`src/rtl/blink_pkg.sv`:
```
// Shared constants and debounce state encoding for the LED blink-rate controller.
package blink_pkg;
    localparam int unsigned CLK_HZ           = 50_000_000;
    localparam int unsigned DEF_DEBOUNCE_CYC = 1_000_000;
    localparam int unsigned DEF_RATE0        = 2_500_000;
    localparam int unsigned DEF_RATE1        = 5_000_000;
    localparam int unsigned DEF_RATE2        = 12_500_000;
    localparam int unsigned DEF_RATE3        = 25_000_000;
    localparam int unsigned DEF_HOLD_CYC     = CLK_HZ;

    typedef enum logic [1:0] {
        STABLE_LO = 2'd0,
        WAIT_HI   = 2'd1,
        STABLE_HI = 2'd2,
        WAIT_LO   = 2'd3
    } debounce_state_t;

    function automatic int unsigned max4(input int unsigned a, input int unsigned b,
                                         input int unsigned c, input int unsigned d);
        int unsigned m;
        m = a;
        if (b > m) m = b;
        if (c > m) m = c;
        if (d > m) m = d;
        return m;
    endfunction
endpackage

```
`src/rtl/btn_debounce.sv`:
```
// Pushbutton synchronizer and four-state debounce FSM; emits debounced level plus
// one-cycle press/release strobes in the cycle the FSM accepts the change.
module btn_debounce
    import blink_pkg::*;
#(
    parameter int unsigned DEBOUNCE_CYC = DEF_DEBOUNCE_CYC
) (
    input  logic clk,
    input  logic rst,
    input  logic btn_in,
    output logic level,
    output logic stable_hi,
    output logic press_p,
    output logic release_p
);
    localparam int CW = $clog2(DEBOUNCE_CYC + 1);
    localparam logic [CW-1:0] CNT_LAST = CW'(DEBOUNCE_CYC - 1);

    logic            sync1_q, btn_s_q;
    debounce_state_t state_q, state_d;
    logic [CW-1:0]   cnt_q, cnt_d;

    always_ff @(posedge clk or posedge rst) begin
        if (rst) begin
            sync1_q <= 1'b0;
            btn_s_q <= 1'b0;
            state_q <= STABLE_LO;
            cnt_q   <= '0;
        end else begin
            sync1_q <= btn_in;
            btn_s_q <= sync1_q;
            state_q <= state_d;
            cnt_q   <= cnt_d;
        end
    end

    // The counter only advances inside a WAIT state; every other path clears it.
    always_comb begin
        state_d = state_q;
        cnt_d   = '0;
        case (state_q)
            STABLE_LO: if (btn_s_q) state_d = WAIT_HI;
            WAIT_HI: begin
                if (!btn_s_q)               state_d = STABLE_LO;
                else if (cnt_q == CNT_LAST) state_d = STABLE_HI;
                else                        cnt_d   = cnt_q + CW'(1);
            end
            STABLE_HI: if (!btn_s_q) state_d = WAIT_LO;
            WAIT_LO: begin
                if (btn_s_q)                state_d = STABLE_HI;
                else if (cnt_q == CNT_LAST) state_d = STABLE_LO;
                else                        cnt_d   = cnt_q + CW'(1);
            end
            default: state_d = STABLE_LO;
        endcase
    end

    always_comb begin
        level     = (state_q == STABLE_HI) || (state_q == WAIT_LO);
        stable_hi = (state_q == STABLE_HI);
        press_p   = (state_q == WAIT_HI) && btn_s_q && (cnt_q == CNT_LAST);
        release_p = (state_q == WAIT_LO) && !btn_s_q && (cnt_q == CNT_LAST);
    end
endmodule

```
`src/rtl/blink_rate_ctrl.sv`:
```
// Button-selected blink-rate tick generator. Optional long-press pause is built
// when BLINK_PAUSE_EN is defined.
module blink_rate_ctrl
    import blink_pkg::*;
#(
    parameter int unsigned DEBOUNCE_CYC = DEF_DEBOUNCE_CYC,
    parameter int unsigned RATE0        = DEF_RATE0,
    parameter int unsigned RATE1        = DEF_RATE1,
    parameter int unsigned RATE2        = DEF_RATE2,
    parameter int unsigned RATE3        = DEF_RATE3,
    parameter int unsigned HOLD_CYC     = DEF_HOLD_CYC
) (
    input  logic       clk,
    input  logic       rst,
    input  logic       btn_in,
    output logic       tick,
    output logic [1:0] rate_sel,
    output logic       btn_pulse,
    output logic       paused
);
    localparam int unsigned RATE_MAX = max4(RATE0, RATE1, RATE2, RATE3);
    localparam int TW = $clog2(RATE_MAX);

    logic [TW-1:0] tick_cnt_q, tick_cnt_d;
    logic [1:0]    rate_sel_q, rate_sel_d;
    logic          tick_q, tick_d;
    logic          btn_pulse_q, btn_pulse_d;
    logic          db_level, db_stable_hi, db_press, db_release;
    logic          advance, pause_act, hold_hit;

    btn_debounce #(.DEBOUNCE_CYC(DEBOUNCE_CYC)) u_debounce (
        .clk       (clk),
        .rst       (rst),
        .btn_in    (btn_in),
        .level     (db_level),
        .stable_hi (db_stable_hi),
        .press_p   (db_press),
        .release_p (db_release)
    );

    function automatic logic [TW-1:0] rate_last(input logic [1:0] sel);
        case (sel)
            2'd0:    rate_last = TW'(RATE0 - 1);
            2'd1:    rate_last = TW'(RATE1 - 1);
            2'd2:    rate_last = TW'(RATE2 - 1);
            default: rate_last = TW'(RATE3 - 1);
        endcase
    endfunction

`ifdef BLINK_PAUSE_EN
    localparam int HW = $clog2(HOLD_CYC + 1);
    localparam logic [HW-1:0] HOLD_FULL = HW'(HOLD_CYC);
    localparam logic [HW-1:0] HOLD_LAST = HW'(HOLD_CYC - 1);

    logic [HW-1:0] hold_cnt_q, hold_cnt_d;
    logic          paused_q, paused_d;
    logic          unused_level;

    assign unused_level = db_level;

    // Duration saturates at HOLD_CYC so a held button toggles pause exactly once.
    always_comb begin
        hold_cnt_d = hold_cnt_q;
        paused_d   = paused_q;
        hold_hit   = 1'b0;
        if (db_press) begin
            hold_cnt_d = '0;
        end else if (db_stable_hi && (hold_cnt_q != HOLD_FULL)) begin
            hold_cnt_d = hold_cnt_q + HW'(1);
            if (hold_cnt_q == HOLD_LAST) begin
                hold_hit = 1'b1;
                paused_d = ~paused_q;
            end
        end
    end

    always_ff @(posedge clk or posedge rst) begin
        if (rst) begin
            hold_cnt_q <= '0;
            paused_q   <= 1'b0;
        end else begin
            hold_cnt_q <= hold_cnt_d;
            paused_q   <= paused_d;
        end
    end

    assign advance   = db_release && (hold_cnt_q != HOLD_FULL);
    assign pause_act = paused_q;
    assign paused    = paused_q;
`else
    localparam int unsigned unused_hold = HOLD_CYC;
    logic unused_db;

    assign unused_db = ^{db_level, db_stable_hi, db_release};
    assign advance   = db_press;
    assign pause_act = 1'b0;
    assign hold_hit  = 1'b0;
    assign paused    = 1'b0;
`endif

    // A rate change outranks a coincident terminal count: no tick, counter restarts.
    always_comb begin
        rate_sel_d  = rate_sel_q;
        tick_cnt_d  = tick_cnt_q;
        tick_d      = 1'b0;
        btn_pulse_d = db_press | hold_hit;
        if (advance) begin
            rate_sel_d = rate_sel_q + 2'd1;
            tick_cnt_d = '0;
        end else if (pause_act) begin
            tick_cnt_d = tick_cnt_q;
        end else if (tick_cnt_q == rate_last(rate_sel_q)) begin
            tick_d     = 1'b1;
            tick_cnt_d = '0;
        end else begin
            tick_cnt_d = tick_cnt_q + TW'(1);
        end
    end

    always_ff @(posedge clk or posedge rst) begin
        if (rst) begin
            tick_cnt_q  <= '0;
            rate_sel_q  <= 2'd0;
            tick_q      <= 1'b0;
            btn_pulse_q <= 1'b0;
        end else begin
            tick_cnt_q  <= tick_cnt_d;
            rate_sel_q  <= rate_sel_d;
            tick_q      <= tick_d;
            btn_pulse_q <= btn_pulse_d;
        end
    end

    assign tick      = tick_q;
    assign rate_sel  = rate_sel_q;
    assign btn_pulse = btn_pulse_q;
endmodule

```
`config.mk`:
```
export PLATFORM = sky130hd
export DESIGN_NAME = blink_rate_ctrl
export DESIGN_NICKNAME = d
export VERILOG_FILES = /design/src/rtl/blink_pkg.sv /design/src/rtl/btn_debounce.sv /design/src/rtl/blink_rate_ctrl.sv
export SDC_FILE = /design/constraint.sdc
export NUM_CORES = 1
export LEC_CHECK = 0
export ABC_CLOCK_PERIOD_IN_PS = 2400
export BUFFER_PORTS_ARGS = -buffer_cell sky130_fd_sc_hd__buf_2
export CAP_MARGIN = 30
export CORE_ASPECT_RATIO = 1.1
export CORE_MARGIN = 1.5
export CORE_UTILIZATION = 58
export CTS_BUF_LIST = sky130_fd_sc_hd__clkbuf_8
export CTS_CLUSTER_DIAMETER = 120
export DETAILED_ROUTE_END_ITERATION = 12
export GPL_TIMING_DRIVEN = 0
export PLACE_DENSITY = 0.78
export SKIP_LAST_GASP = 1
export SYNTH_ARGS = -nofsm -noshare
export SYNTH_HDL_FRONTEND = slang
export SYNTH_SLANG_ARGS = --single-unit
```
`constraint.sdc`:
```
create_clock -name clk -period 2.4 [get_ports clk]
set_input_delay 0.36 -clock clk [delete_from_list [all_inputs] [get_ports clk]]
set_output_delay 0.36 -clock clk [all_outputs]
set_load 0.01 [all_outputs]
```
# Word-level counts from Yosys, hierarchy flattened
# Index checks and enable logic that the tools add are counted.
# word_totals
out_inout_bits,5
register_bits,53
in_bits,3
# op_classes
n_eq_ne,11
add_sub_neg,3
reduce_logical,5
n_mux,17
# op_table
op,n
$mux 25,3
$pmux 25 s3,1
$mux 20,3
$pmux 20 s2,1
$add 25x1->25 const B,1
$eq 25x25->1,1
$add 20x1->20 const B,1
$eq 20x20->1 const B,1
$mux 2,6
$pmux 2 s4,1
$eq 2x2->1 const B,3
$eq 2x1->1 const B,2
$logic_not 2->1,2
$reduce_and 4->1,1
$ne 3x1->1 const B,1
$ne 3x3->1 const B,1
$add 2x1->2 const B,1
$logic_and 1x1->1,2
$mux 1,2
$ne 2x1->1 const B,1
$ne 2x2->1 const B,1

# Logic depth before layout (Yosys ltp)
# Gate-level depths: netlist of the first run.
# logic_depth
word_depth,7
ltp_mapped,8
ltp_nobuf,7

# Hierarchy
# Synthesis of the first run repeated with hierarchy kept, for this count alone.
# hier_totals
cells_unflattened,284
area_unflattened_um2,2864.0
# modules_own_cells
mod,n_inst,cells_each,seq_area_each_um2,area_per_inst_um2
blink_rate_ctrl,1,168,725.7,1667.8
btn_debounce,1,116,600.6,1196.1

# Least setup slack after synthesis of the first run
# Ideal clock, no wire load.
# synth_timing
kind,register to register
startpoint,register rate_sel_q[0] (netlist: rate_sel[0])
endpoint,register tick_cnt_q[17]
path_slack_ps,-44
arrival_ps,2325
required_ps,2281
setup_ps,119
stages_incl_launch_ff,9
synth_period_minus_slack_ps,2444
path_cell_list,dfrtp_1 > inv_1 > ha_1 > nor3_1 > a31oi_1 > or4_1 > o41ai_4 > buf_6 > nor2_1
# synth_between
elab_chain_cells,6
elab_cells_between_ends,8
# synth_rtl
element,line,rtl
start: declaration,blink_rate_ctrl.sv:25,"logic [1:0] rate_sel_q, rate_sel_d;"
start signal: assignment,blink_rate_ctrl.sv:128,rate_sel_q <= rate_sel_d;
$eq 2x2->1 (tied with other cells),blink_rate_ctrl.sv:42,case (sel)
$pmux 25 s3 (*),blink_rate_ctrl.sv:42,
$mux 25 (*),blink_rate_ctrl.sv:107,if (advance) begin
$eq 25x25->1 (*),blink_rate_ctrl.sv:112,end else if (tick_cnt_q == rate_last(rate_sel_q)) begin
$mux 25 (*),blink_rate_ctrl.sv:112,
$mux 25 (*),blink_rate_ctrl.sv:107,
net tick_cnt_d[17],blink_rate_ctrl.sv:24,"logic [TW-1:0] tick_cnt_q, tick_cnt_d;"
end signal: assignment,blink_rate_ctrl.sv:127,tick_cnt_q <= tick_cnt_d;
end: declaration,blink_rate_ctrl.sv:24,
# The timed path passes the listed nets; every way through them passes the cells marked *. The select of a mux whose other input is x is not followed.
# A chain may end at the register's enable or synchronous reset.

# Worst setup path in the final report of the first run
# layout_timing
startpoint,register rate_sel_q[0] (netlist: rate_sel[0])
endpoint,register tick_q (netlist: tick)
# layout_between
elab_chain_cells,6
elab_cells_between_ends,8
# layout_rtl
element,line,rtl
$eq 2x2->1 (tied with other cells),blink_rate_ctrl.sv:42,
$pmux 25 s3 (*),blink_rate_ctrl.sv:42,
$mux 25 (*),blink_rate_ctrl.sv:107,
$eq 25x25->1 (*),blink_rate_ctrl.sv:112,
$mux 1 (*),blink_rate_ctrl.sv:112,
$mux 1 (*),blink_rate_ctrl.sv:107,
net tick_d,blink_rate_ctrl.sv:26,"logic tick_q, tick_d;"
end signal: assignment,blink_rate_ctrl.sv:129,tick_q <= tick_d;
end: declaration,blink_rate_ctrl.sv:26,
# Marked as above.

==> key figures, run 1 <==
Status
  – Outcome: complete, but fails checks
  – Failing checks: hold timing

Critical path
  – Worst setup SP type: flip-flop
  – Largest incremental delay on the critical path: 0.56 ns
  – Cells traversed along the worst timing path: ha_1 -> xnor2_1 -> a31oi_1 -> or4_4 -> or4_1 -> nor3_2
  – Maximum fanout along the worst path: 5
  – Slowest stage cell on the critical path: or4_4
  – Data arrival time of the worst path: approximately 2.6 ns
  – Kind of capture point of the worst setup path: flip-flop
  – Critical path buffers and inverters: 0
  – Required time worst endpoint: 2.64 ns
  – CP delay by family, top: simple AND/OR/NAND/NOR gates
  – WS Path Type: reg -> reg

Clock network
  – Clock tree from TritonCTS: done
  – Number of buffers created by CTS: 5
  – Clock Path Buffers: 2
  – CTS clock-pin slew for the worst setup and hold paths: 0.09 ns
  – Max H-tree Level: 2
  – Clock sink count: 53
  – Hold buffers post-CTS: 0
  – Clock insertion delay at the later pin of the skew report: 0.31 ns
  – Clock tree root driver cell: clkbuf_8

Placed design
  – Port-buffer cells: 6
  – HPWL after detailed placement: 3510 µm
  – Routability congestion estimate from global placement: 0.840
  – Worst slack at placement: -0.177 ns

Route
  – Total number of vias: 1942
  – Number of iterations in the first detailed-routing pass: 4
  – Detail-routed net length per standard cell: 14.4 µm
  – Residual DRC: 0
  – Number of nets with antenna violations after detailed routing: 0
  – Final Routed Wirelength: between 5000 and 6000 µm
  – Vias per std cell: 5.60
  – Starting DRT DRC Count: 108

GRT
  – Number of antenna violations at the first check in global routing: 0
  – Number of global-route vias before repair: about 1900
  – Total track usage: 0.226
  – Grt met2 use: 0.400
  – Maximum number of pins on one net before global-route repair: 40
  – Global-route met1 utilization: 0.259
  – Wire length of the first global-routing pass: 8470 µm
  – Remaining Overflow, GRT: 0
  – Gr busiest metal: met2
  – Met3 GRT Util: 0.0448

Timing
  – Min Hold Slack: -0.000968 ns
  – Worst-case setup margin in the final layout: ~0.094 ns
  – Worst rel slew slack: 0.408
  – Slew at the pin closest to its max-slew limit: a little under 0.9 ns
  – Post-route clock skew: 0.00352 ns
  – Max Slew Vio Count: 0
  – Final worst path period share: 0.961
  – Final Hold Fails: 3
  – Tmin final: 2.31 ns
  – Highest attainable clock frequency: 0.434 GHz
  – Setup TNS Final: 0 ns
  – Number of setup violations in the final report: 0

Die
  – Die Outline Area: 0.00508 mm²
  – Die boundary height: 74.6 µm
  – Cell Rows: 25
  – Die Width: 68.1 µm
  – Number of primary I/O pins: 8
  – Starting density of the core: 0.618
  – Placeable core region: approximately 0.0044 mm²

Power
  – Internal power: 1240 µW
  – Peak supply drop: 0.000391 V
  – Switching Fraction: 0.209
  – Clock network power share: 0.405
  – Leakage power: 0.00138 µW
  – Power Dens Cells: approximately 530 mW/mm²
  – Sequential fraction of design power: 0.572
  – Switching power: 329 µW
  – Combinational Power Share: 0.023
  – Power after layout: 1570 µW

Logic synthesis
  – Number of different library cells in the post-synthesis netlist: 36
  – Synthesized instance count: 274
  – Part of the Yosys area used for sequential elements: 0.490
  – Mean instance size in the synthesized netlist: around 9.9 µm²
  – Cell Area, Synth: 0.00271 mm²
  – Flip-flop cell with the highest count after synthesis: dfrtp_1
  – Number of flops mapped to enable cells by yosys: 0
  – Synthesized net count: 284
  – Flip-flop and latch count after synthesis: 53
  – Fraction of registers with async set or reset after synthesis: 1.00
  – Warning count from the yosys run: 0

Run
  – Reported max-cap violation count: 0

Layout
  – Final-stage net count: just over 300
  – Area delta synth->final: 10.5%
  – Share of layout cells above drive strength 1: 0.113
  – Antenna Diode Count: 0

Hold path
  – Kind of path behind the tightest hold check: in -> async
flip-flops by register name (all words and copies together) (netlist names), named ones only:
register / cells
tick_cnt_q: 25
u_debounce.cnt_q: 20
rate_sel: 2
btn_pulse: 1
tick: 1
u_debounce.btn_s_q: 1
u_debounce.state_q: 1
u_debounce.sync1_q: 1
power by group through the flow:
stage | Clock [µW] | Sequential, µW | Combinational (µW)
2_1_floorplan | 0 | 916 | 24.5
4_1_cts | 653 | 899 | 38.5
3_5_place_dp | 0 | 917 | 38.2
3_3_place_gp | 0 | 917 | 33.1
5_1_grt | 685 | 901 | 43.1
6_report | 638 | 899 | 36.5
timing repair:
action	4_1_cts	5_1_grt
resized for setup	0	4
endpoints found under the setup margin	24	23
pin swaps	1	0
buffers inserted	2	1
cells in the mapped netlist, types with 4 or more instances:
cell type,number,area [µm²]
nor3_1,7,35.0
ha_1,7,87.6
nor4_1,4,25.0
dfrtp_1,53,1330
nand2_1,19,71.3
nor2_1,57,214
nand4_1,14,87.6
nand3_1,16,80.1
xor2_1,32,280
inv_1,8,30.0
or4_1,4,30.0
and3_1,6,37.5
xnor2_1,17,149
kinds of logic (layout without fill, tap and decap cells):
family | after synthesis | count (layout) | synth area share
buffers and inverters | 14 | 33 | 0.0291
other | 1 | 1 | 0.00139
multiplexers | 1 | 1 | 0.00416
AO/OA/AOI/OAI | 9 | 9 | 0.0305
XOR/XNOR | 49 | 49 | 0.159
adder cells (fa/ha/maj) | 7 | 7 | 0.0324
flip-flops | 53 | 53 | 0.490
AND/OR/NAND/NOR | 140 | 140 | 0.253
layout by cell type, fill, tap and decap left out, types with 2 or more instances in the layout:
cell type  synthesis  routed
clkbuf_1           2       2
nand4_1           14      14
nand2_1           19      19
a31oi_1            2       2
nor3_1             7       5
o21bai_1           2       2
ha_1               7       6
nor4_1             4       4
o21ai_0            2       2
inv_1              8       7
or4_1              4       3
buf_2              0       7
nand3_1           16      16
buf_6              3       3
nor2_1            57      57
xor2_1            32      32
and3_1             6       6
and4_1             2       2
xnor2_1           17      17
nor3_2             0       2
buf_4              1       4
clkbuf_8           0       6
dfrtp_1           53      52
final timing paths:
kind	from	slack [ns]	depth (start not counted)	to
worst max-delay path	rate_sel[0]	0.09	6	tick
worst min-delay path	rst	-0.001	2	tick_cnt_q[2]
worst max register to register	rate_sel[0]	0.09	6	tick
worst min register to register	u_debounce.sync1_q	0.36	0	u_debounce.btn_s_q
max in group asynchronous	rst	1.90	3	tick_cnt_q[20]
min in group clk	btn_in	0.15	1	u_debounce.sync1_q
per-stage QoR:
step	area (µm²)	utilization	cells
2_1_floorplan	2710	-	274
4_1_cts	2960	0.677	346
3_3_place_gp	2800	0.640	334
3_5_place_dp	2830	0.646	336
5_1_grt	2990	0.682	347
6_report	2990	0.682	347
final cells by class:
type                            instances  area (µm²)
Multi-Input combinational cell        207        1320
Tap cell                               54        67.6
Timing Repair Buffer                   11        77.6
Clock buffer                            6        82.6
Inverter                                8        30.0
Clock inverter                          2        37.5
Buffer                                  6        48.8
Sequential cell                        53        1330
Fill cell                             353        1390
metal layers:
metal  vias up  share of wire
met3         9          0.029
li1        963              -
met4         0          0.022
met5         -              0
met2        31           0.52
met1       939           0.43
Power figures use the tool's default switching activity.
==> inputs of run 2 (changes only) <==
ABC_AREA = 1   (was default)
CORE_UTILIZATION = 59   (was 58)
PLACE_DENSITY = 0.79   (was 0.78)
==> key figures, run 2 <==
Power
  – Sequential fraction of design power: 0.621 (+0.049)
  – Peak supply drop: 0.000359 V (-8.2%)
  – Combinational Power Share: 0.029 (+0.006)
  – Clock network power share: 0.350 (-0.055)
  – Switching power: 340 µW (+3.5%)
  – Leakage power: 0.00170 µW (+24%)
  – Internal power: 1110 µW (-11%)
  – Power Dens Cells: 393 mW/mm² (-25%)
  – Switching Fraction: 0.235 (+0.0257)

Clock network
  – CTS clock-pin slew for the worst setup and hold paths: 0.10 ns (about the same)
  – Clock insertion delay at the later pin of the skew report: 0.32 ns (about the same)
  – Hold buffers post-CTS: 0 (unchanged)
  – Number of buffers created by CTS: 5 (unchanged)
  – Max H-tree Level: 2 (unchanged)
  – Clock tree root driver cell: clkbuf_8
  – Clock Path Buffers: 2 (unchanged)
  – Clock tree from TritonCTS: done
  – Clock sink count: 53 (unchanged)

GRT
  – Total track usage: 0.285 (+0.0584)
  – Number of antenna violations at the first check in global routing: 0 (unchanged)
  – Remaining Overflow, GRT: 0 (unchanged)
  – Maximum number of pins on one net before global-route repair: 36 (-10%)
  – Number of global-route vias before repair: 3234 (+70%)
  – Wire length of the first global-routing pass: 14300 µm (+69%)

Logic synthesis
  – Part of the Yosys area used for sequential elements: 0.384 (-0.106)
  – Synthesized-area fraction occupied by adder cells: 0.0254 (-0.00700)
  – Cell Area, Synth: 0.00345 mm² (+28%)
  – Commonest cells post-synth: 153 x nand2_1, 93 x nor2_1, 64 x inv_1
  – Fraction of synthesized area in multiplexers: 0 (-0.00416)
  – Compound-gate portion of the synthesized area: 0.0308 (+0.000292)
  – Flip-flop and latch count after synthesis: 53 (unchanged)
  – Number of flops mapped to enable cells by yosys: 0 (unchanged)
  – Flip-flop cell with the highest count after synthesis: dfrtp_1
  – Area leader, netlist: dfrtp_1
  – Warning count from the yosys run: 0 (unchanged)
  – Synthesized-area fraction occupied by and/or/nand/nor cells: 0.426 (+0.173)
  – Cell types occupying the most area after synthesis: dfrtp_1 38%, nand2_1 17%, nor2_1 10%
  – Synthesized instance count: 507 (+85%)
  – Number of different library cells in the post-synthesis netlist: 31 (-14%)
  – Main combinational cell family by area after synthesis: simple AND/OR/NAND/NOR gates
  – Post-Synth XOR/XNOR Area: 0.0406 (-0.118)
  – Cell with the most instances after synthesis: nand2_1
  – Fraction of registers with async set or reset after synthesis: 1.00 (unchanged)
  – Share of the synthesized area in the top cell type: 0.384 (-0.106)
  – Mean instance size in the synthesized netlist: 6.81 µm² (-31%)
  – Synthesized net count: 517 (+82%)

Placed design
  – HPWL after detailed placement: 6430 µm (+83%)
  – Port-buffer cells: 6 (unchanged)
  – Routability congestion estimate from global placement: 1.02 (+22%)
  – Worst slack at placement: 0.246 ns (+0.424 ns)

Critical path
  – WS Path Type: reg -> reg
  – Cells traversed along the worst timing path: buf_4 -> inv_2 -> ha_1 -> buf_6 -> inv_1 -> nand2_1 -> nand2_1 -> nand2_1 -> nor2_1 -> nand2_1 -> nor2_1 -> nand2_1 -> nand2_4 -> buf_6 -> nor2_1
  – Largest incremental delay on the critical path: 0.43 ns (-0.13 ns)
  – Data arrival time of the worst path: 2.36 ns (-0.19 ns)
  – Required time worst endpoint: 2.60 ns (-0.04 ns)
  – Maximum fanout along the worst path: 10 (+5)
  – Kind of capture point of the worst setup path: flip-flop
  – Worst setup SP type: flip-flop
  – Most repeated library cell on the critical path: nand2_1
  – Slowest stage cell on the critical path: dfrtp_1

Die
  – Die Width: 75.9 µm (+11%)
  – Cell Rows: 29 (+16%)
  – Die Outline Area: 0.00632 mm² (+24%)
  – Die boundary height: 83.2 µm (+12%)
  – Number of primary I/O pins: 8 (unchanged)
  – Starting density of the core: 0.606 (-0.0120)
  – Placeable core region: 0.00570 mm² (+30%)

Layout
  – Final-stage net count: 531 (+76%)
  – Register with the most flip-flops: tick_cnt_q
  – Leading cell type in the layout, fill and taps excluded: nand2_1
  – Share of layout cells above drive strength 1: 0.0939 (-0.0188)
  – Number of flip-flops under the largest register name: 25 (unchanged)
  – Area delta synth->final: 6.93%
  – Highest-count cells in the layout ignoring fill and taps: 153 x nand2_1, 92 x nor2_1, 64 x inv_1
  – Antenna Diode Count: 0 (unchanged)

Timing
  – Final Hold Fails: 0 (-3)
  – Worst-case setup margin in the final layout: 0.237 ns (+0.143 ns)
  – Post-route clock skew: 0.0136 ns (+0.0101 ns)
  – Slew at the pin closest to its max-slew limit: 0.516 ns (-0.364 ns)
  – Setup TNS Final: 0 ns (unchanged)
  – Tmin final: 2.16 ns (-0.143 ns)
  – Number of setup violations in the final report: 0 (unchanged)
  – Unrepaired setup endpoints after global routing: false
  – Highest attainable clock frequency: 0.462 GHz (+6.6%)
  – Worst rel slew slack: 0.653 (+0.244)
  – Final worst path period share: 0.901 (-0.0596)
  – Max Slew Vio Count: 0 (unchanged)

Route
  – Met1 wire length: 3380 µm (+59%)
  – Highest metal layer with signal wires: met4
  – Number of nets with antenna violations after detailed routing: 0 (unchanged)
  – Total number of vias: 3193 (+64%)
  – Vias per std cell: 5.33 (-4.8%)
  – Residual DRC: 0 (unchanged)
  – Detail-routed net length per standard cell: 13.6 µm (-5.6%)
  – Detailed-routed wire length on met3: 354 µm (+140%)
  – Number of iterations in the first detailed-routing pass: 5 (+1)
  – Detailed-routed wire length on met2: 4060 µm (+55%)
  – Starting DRT DRC Count: 245 (+130%)
  – Final Routed Wirelength: 8150 µm (+63%)

Run
  – Reported max-cap violation count: 0 (unchanged)

Hold path
  – Kind of path behind the tightest hold check: in -> async

Status
  – Outcome: completed
-- run 2: power by group through the flow --
stage | logic, µW | clock network, µW | registers, µW
after floorplan | 29.2 | 0 | 917
after global placement | 38.5 | 0 | 918
after detailed placement | 43.9 | 0 | 918
after CTS | 43.6 | 520 | 900
after global routing | 50.3 | 555 | 901
final | 41.8 | 508 | 900
-- run 2: layout make-up --
type | instances | area [µm²]
plain buffers | 6 | 56.3
clock buffers | 5 | 68.8
clock inverters | 3 | 18.8
fillers | 570 | 2010
inverters | 69 | 259
multi-input cells | 379 | 1810
flip-flops and latches | 53 | 1330
well taps | 77 | 96.3
repair buffers | 7 | 50.0
-- run 2: metrics by stage --
step / hold WS, ns / instances / cell area [µm²] / util / power [µW]
final: 0.0186 / 599 / 3690 / 0.648 / 1450
after global routing: 0.0588 / 599 / 3690 / 0.648 / 1510
after CTS: 0.0265 / 599 / 3680 / 0.647 / 1460
after detailed placement: 0.342 / 591 / 3600 / 0.631 / 962
after global placement: 0.335 / 590 / 3580 / 0.628 / 956
after floorplan: 0.331 / 507 / 3450 / - / 946
-- run 2: kinds of logic after synthesis --
group / Yosys count
AO/OA/AOI/OAI: 20
XOR/XNOR: 16
buffers and inverters: 75
flip-flops: 53
adder cells (fa/ha/maj): 7
other: 1
AND/OR/NAND/NOR: 335
-- run 2: path summary, 6_finish.rpt --
kind / startpoint / end / slack (ns) / depth (start not counted)
max: rate_sel[0] / tick_cnt_q[12] / 0.24 / 15
min: rst / u_debounce.cnt_q[17] / 0.02 / 2
max reg2reg: rate_sel[0] / tick_cnt_q[12] / 0.24 / 15
min reg2reg: u_debounce.sync1_q / u_debounce.btn_s_q / 0.37 / 0
max in group asynchronous: rst / tick_cnt_q[22] / 1.86 / 3
min in group clk: btn_in / u_debounce.sync1_q / 0.14 / 1
-- run 2: timing repair --
item	CTS	global route
resized for setup	0	2
setup endpoints to repair	0	4
setup buffers	0	0
-- run 2: metal layers --
metal / GRT usage / vias to the layer above
met4: 0.168 / 0
met5: 0 / -
met2: 0.505 / 119
met1: 0.327 / 1447
met3: 0.0374 / 27
li1: - / 1600
-- run 2: critical path, delay by kind of cell (launching register included) --
| family | cells | cell delay [ns] |
|---|---|---|
| adder cells (fa/ha/maj) | 1 | 0.21 |
| buffers and inverters | 5 | 0.69 |
| flip-flops | 1 | 0.43 |
| AND/OR/NAND/NOR | 9 | 0.70 |
==> inputs of run 3 (changes only) <==
CAP_MARGIN = 20   (was 30)
PLACE_DENSITY = 0.85   (was 0.79)
==> key figures, run 3 (same netlist as run 2, synthesis figures left out) <==
Layout
  – Register with the most flip-flops: tick_cnt_q
  – Number of flip-flops under the largest register name: 25 (unchanged)
  – Final non-filler cell area: 0.00371 mm² (+0.58%)
  – Share of layout cells above drive strength 1: 0.0939 (unchanged)
  – Antenna Diode Count: 0 (unchanged)
  – Highest-count cells in the layout ignoring fill and taps: 153 x nand2_1, 92 x nor2_1, 63 x inv_1
  – Final-stage net count: 532 (+0.19%)
  – Area delta synth->final: 7.54%
  – Count of fill cells added during filler insertion: 524 (-8.1%)
  – Leading cell type in the layout, fill and taps excluded: nand2_1

Timing
  – Tmin final: 2.10 ns (-0.0625 ns)
  – Unrepaired setup endpoints after global routing: false
  – Final worst path period share: 0.875 (-0.0260)
  – Final Hold Fails: 1 (+1)
  – Worst rel slew slack: 0.531 (-0.121)
  – Post-route clock skew: 0.00605 ns (-0.00757 ns)
  – Max Slew Vio Count: 0 (unchanged)
  – Setup TNS Final: 0 ns (unchanged)
  – Slew at the pin closest to its max-slew limit: 0.697 ns (+0.180 ns)
  – Highest attainable clock frequency: 0.476 GHz (+3.0%)
  – Number of setup violations in the final report: 0 (unchanged)
  – Min Hold Slack: -0.000161 ns (-0.0187 ns)

Route
  – Final Routed Wirelength: 8050 µm (-1.3%)
  – Vias per std cell: 5.29 (-0.78%)
  – Detail-routed net length per standard cell: 13.4 µm (-1.3%)
  – Number of iterations in the first detailed-routing pass: 5 (unchanged)
  – Number of nets with antenna violations after detailed routing: 0 (unchanged)
  – Residual DRC: 0 (unchanged)
  – Starting DRT DRC Count: 307 (+25%)
  – Total number of vias: 3168 (-0.78%)

Clock network
  – Clock tree root driver cell: clkbuf_8
  – Clock tree from TritonCTS: done
  – Clock sink count: 53 (unchanged)
  – Number of buffers created by CTS: 5 (unchanged)
  – Max H-tree Level: 2 (unchanged)
  – Hold buffers post-CTS: 0 (unchanged)
  – Clock insertion delay at the later pin of the skew report: 0.30 ns (-0.02 ns)
  – Clock Path Buffers: 2 (unchanged)
  – CTS clock-pin slew for the worst setup and hold paths: 0.09 ns (about the same)

Die
  – Number of primary I/O pins: 8 (unchanged)
  – Die Width: 75.9 µm (unchanged)
  – Starting density of the core: 0.606 (unchanged)
  – Die boundary height: 83.2 µm (unchanged)
  – Placeable core region: 0.00570 mm² (unchanged)
  – Cell Rows: 29 (unchanged)
  – Die Outline Area: 0.00632 mm² (unchanged)

Placed design
  – Post-placement cell area: 0.00360 mm² (unchanged)
  – HPWL after detailed placement: 6390 µm (-0.55%)
  – Routability congestion estimate from global placement: 0.944 (-7.5%)
  – Port-buffer cells: 6 (unchanged)

Critical path
  – Worst reg2reg path endpoint: tick_cnt_q[11]
  – WS Path Type: reg -> reg
  – Required time worst endpoint: 2.60 ns (about the same)
  – Kind of capture point of the worst setup path: flip-flop
  – Origin of the critical flop-to-flop path: rate_sel[0]
  – Logic depth of the worst register-to-register path: 15 (unchanged)
  – Worst setup SP type: flip-flop
  – Worst setup path startpoint: rate_sel[0]
  – Maximum fanout along the worst path: 10 (unchanged)
  – Worst R2R Setup Slack: 0.30 ns (+0.06 ns)
  – Data arrival time of the worst path: 2.30 ns (-0.06 ns)

Run
  – Reported max-cap violation count: 0 (unchanged)

GRT
  – Remaining Overflow, GRT: 0 (unchanged)
  – Number of global-route vias before repair: 3066 (-5.2%)
  – Number of antenna violations at the first check in global routing: 0 (unchanged)
  – Maximum number of pins on one net before global-route repair: 40 (+11%)
  – Total track usage: 0.274 (-0.0104)
  – Wire length of the first global-routing pass: 13800 µm (-3.6%)

Power
  – Leakage power: 0.00172 µW (+1.1%)
  – Peak supply drop: 0.000263 V (-27%)
  – Power Dens Cells: 411 mW/mm² (+4.5%)

Hold path
  – Kind of path behind the tightest hold check: in -> async

Status
  – Outcome: complete, but fails checks
  – Failing checks: hold timing
[run 3: cell types whose count changed in the layout (fill, tap and decap cells not counted)]
cell and change:
clkinv_2 +1, ha_1 +1, bufinv_16 +1, ha_2 -1
inv_1 -1, clkinvlp_4 -2, buf_4 +1
[run 3: layer usage]
metal / vias up / wire [µm] / GRT usage
met4: 0 / 278 / 0.118
li1: 1597 / - / -
met1: 1460 / 3370 / 0.317
met3: 26 / 304 / 0.0385
met5: - / 0 / 0
met2: 85 / 4090 / 0.504
[run 3: how the worst max path moves through the flow]
| stage | slack, ns | depth (start not counted) | endpoint |
|---|---|---|---|
| 4_1_cts | 0.22 | 15 | tick_cnt_q[11] |
| 3_5_place_dp | 0.23 | 15 | tick_cnt_q[11] |
| 6_report | 0.30 | 15 | tick_cnt_q[11] |
| 2_1_floorplan | 0.49 | 15 | tick_cnt_q[12] |
| 5_1_grt | 0.10 | 15 | tick_cnt_q[11] |
| 3_3_place_gp | 0.18 | 2 | rate_sel[1] |
[run 3: final cells by class]
cell class                      instances  area, µm²  area share
Multi-Input combinational cell        379       1810       0.488
Sequential cell                        53       1330       0.357
Inverter                               69        259      0.0698
Tap cell                               77       96.3      0.0260
Clock buffer                            5       68.8      0.0185
Timing Repair Buffer                    8       57.6      0.0155
Buffer                                  6       56.3      0.0152
Clock inverter                          2       35.0     0.00944
[run 3: timing repair]
item                                    in CTS  in global routing
setup buffers                                0                  1
gates resized for setup                      0                  1
endpoints found under the setup margin       0                  7
hold endpoints to repair                     0                  0
[run 3: through the flow]
| stage | cells | setup WS, ns | total power [µW] | util |
|---|---|---|---|---|
| after detailed placement | 591 | 0.233 | 962 | 0.631 |
| after CTS | 598 | 0.215 | 1540 | 0.650 |
| after global placement | 590 | 0.179 | 956 | 0.628 |
| after floorplan | 507 | 0.486 | 946 | - |
| after global routing | 599 | 0.103 | 1590 | 0.651 |
| final | 599 | 0.300 | 1520 | 0.651 |
[run 3: worst max-delay path, stage by stage, from the launching register on]
cell and delay [ns]:
dfrtp_1 0.35, buf_4 0.17, inv_2 0.09, ha_1 0.22, buf_6 0.14, inv_1 0.11
nand2_1 0.08, nand2_1 0.07, nand2_1 0.05, nor2_1 0.10, nand2_1 0.06, nor2_1 0.09
nand2_1 0.11, nand2_4 0.14, buf_6 0.16, nor2_1 0.05
[run 3: power by group]
part,internal [µW],leakage (µW),switching [µW]
clock network,303,0.0000540,278
logic,11.6,0.000952,30.1
registers,896,0.000718,4.33
total,1210,0.00172,313
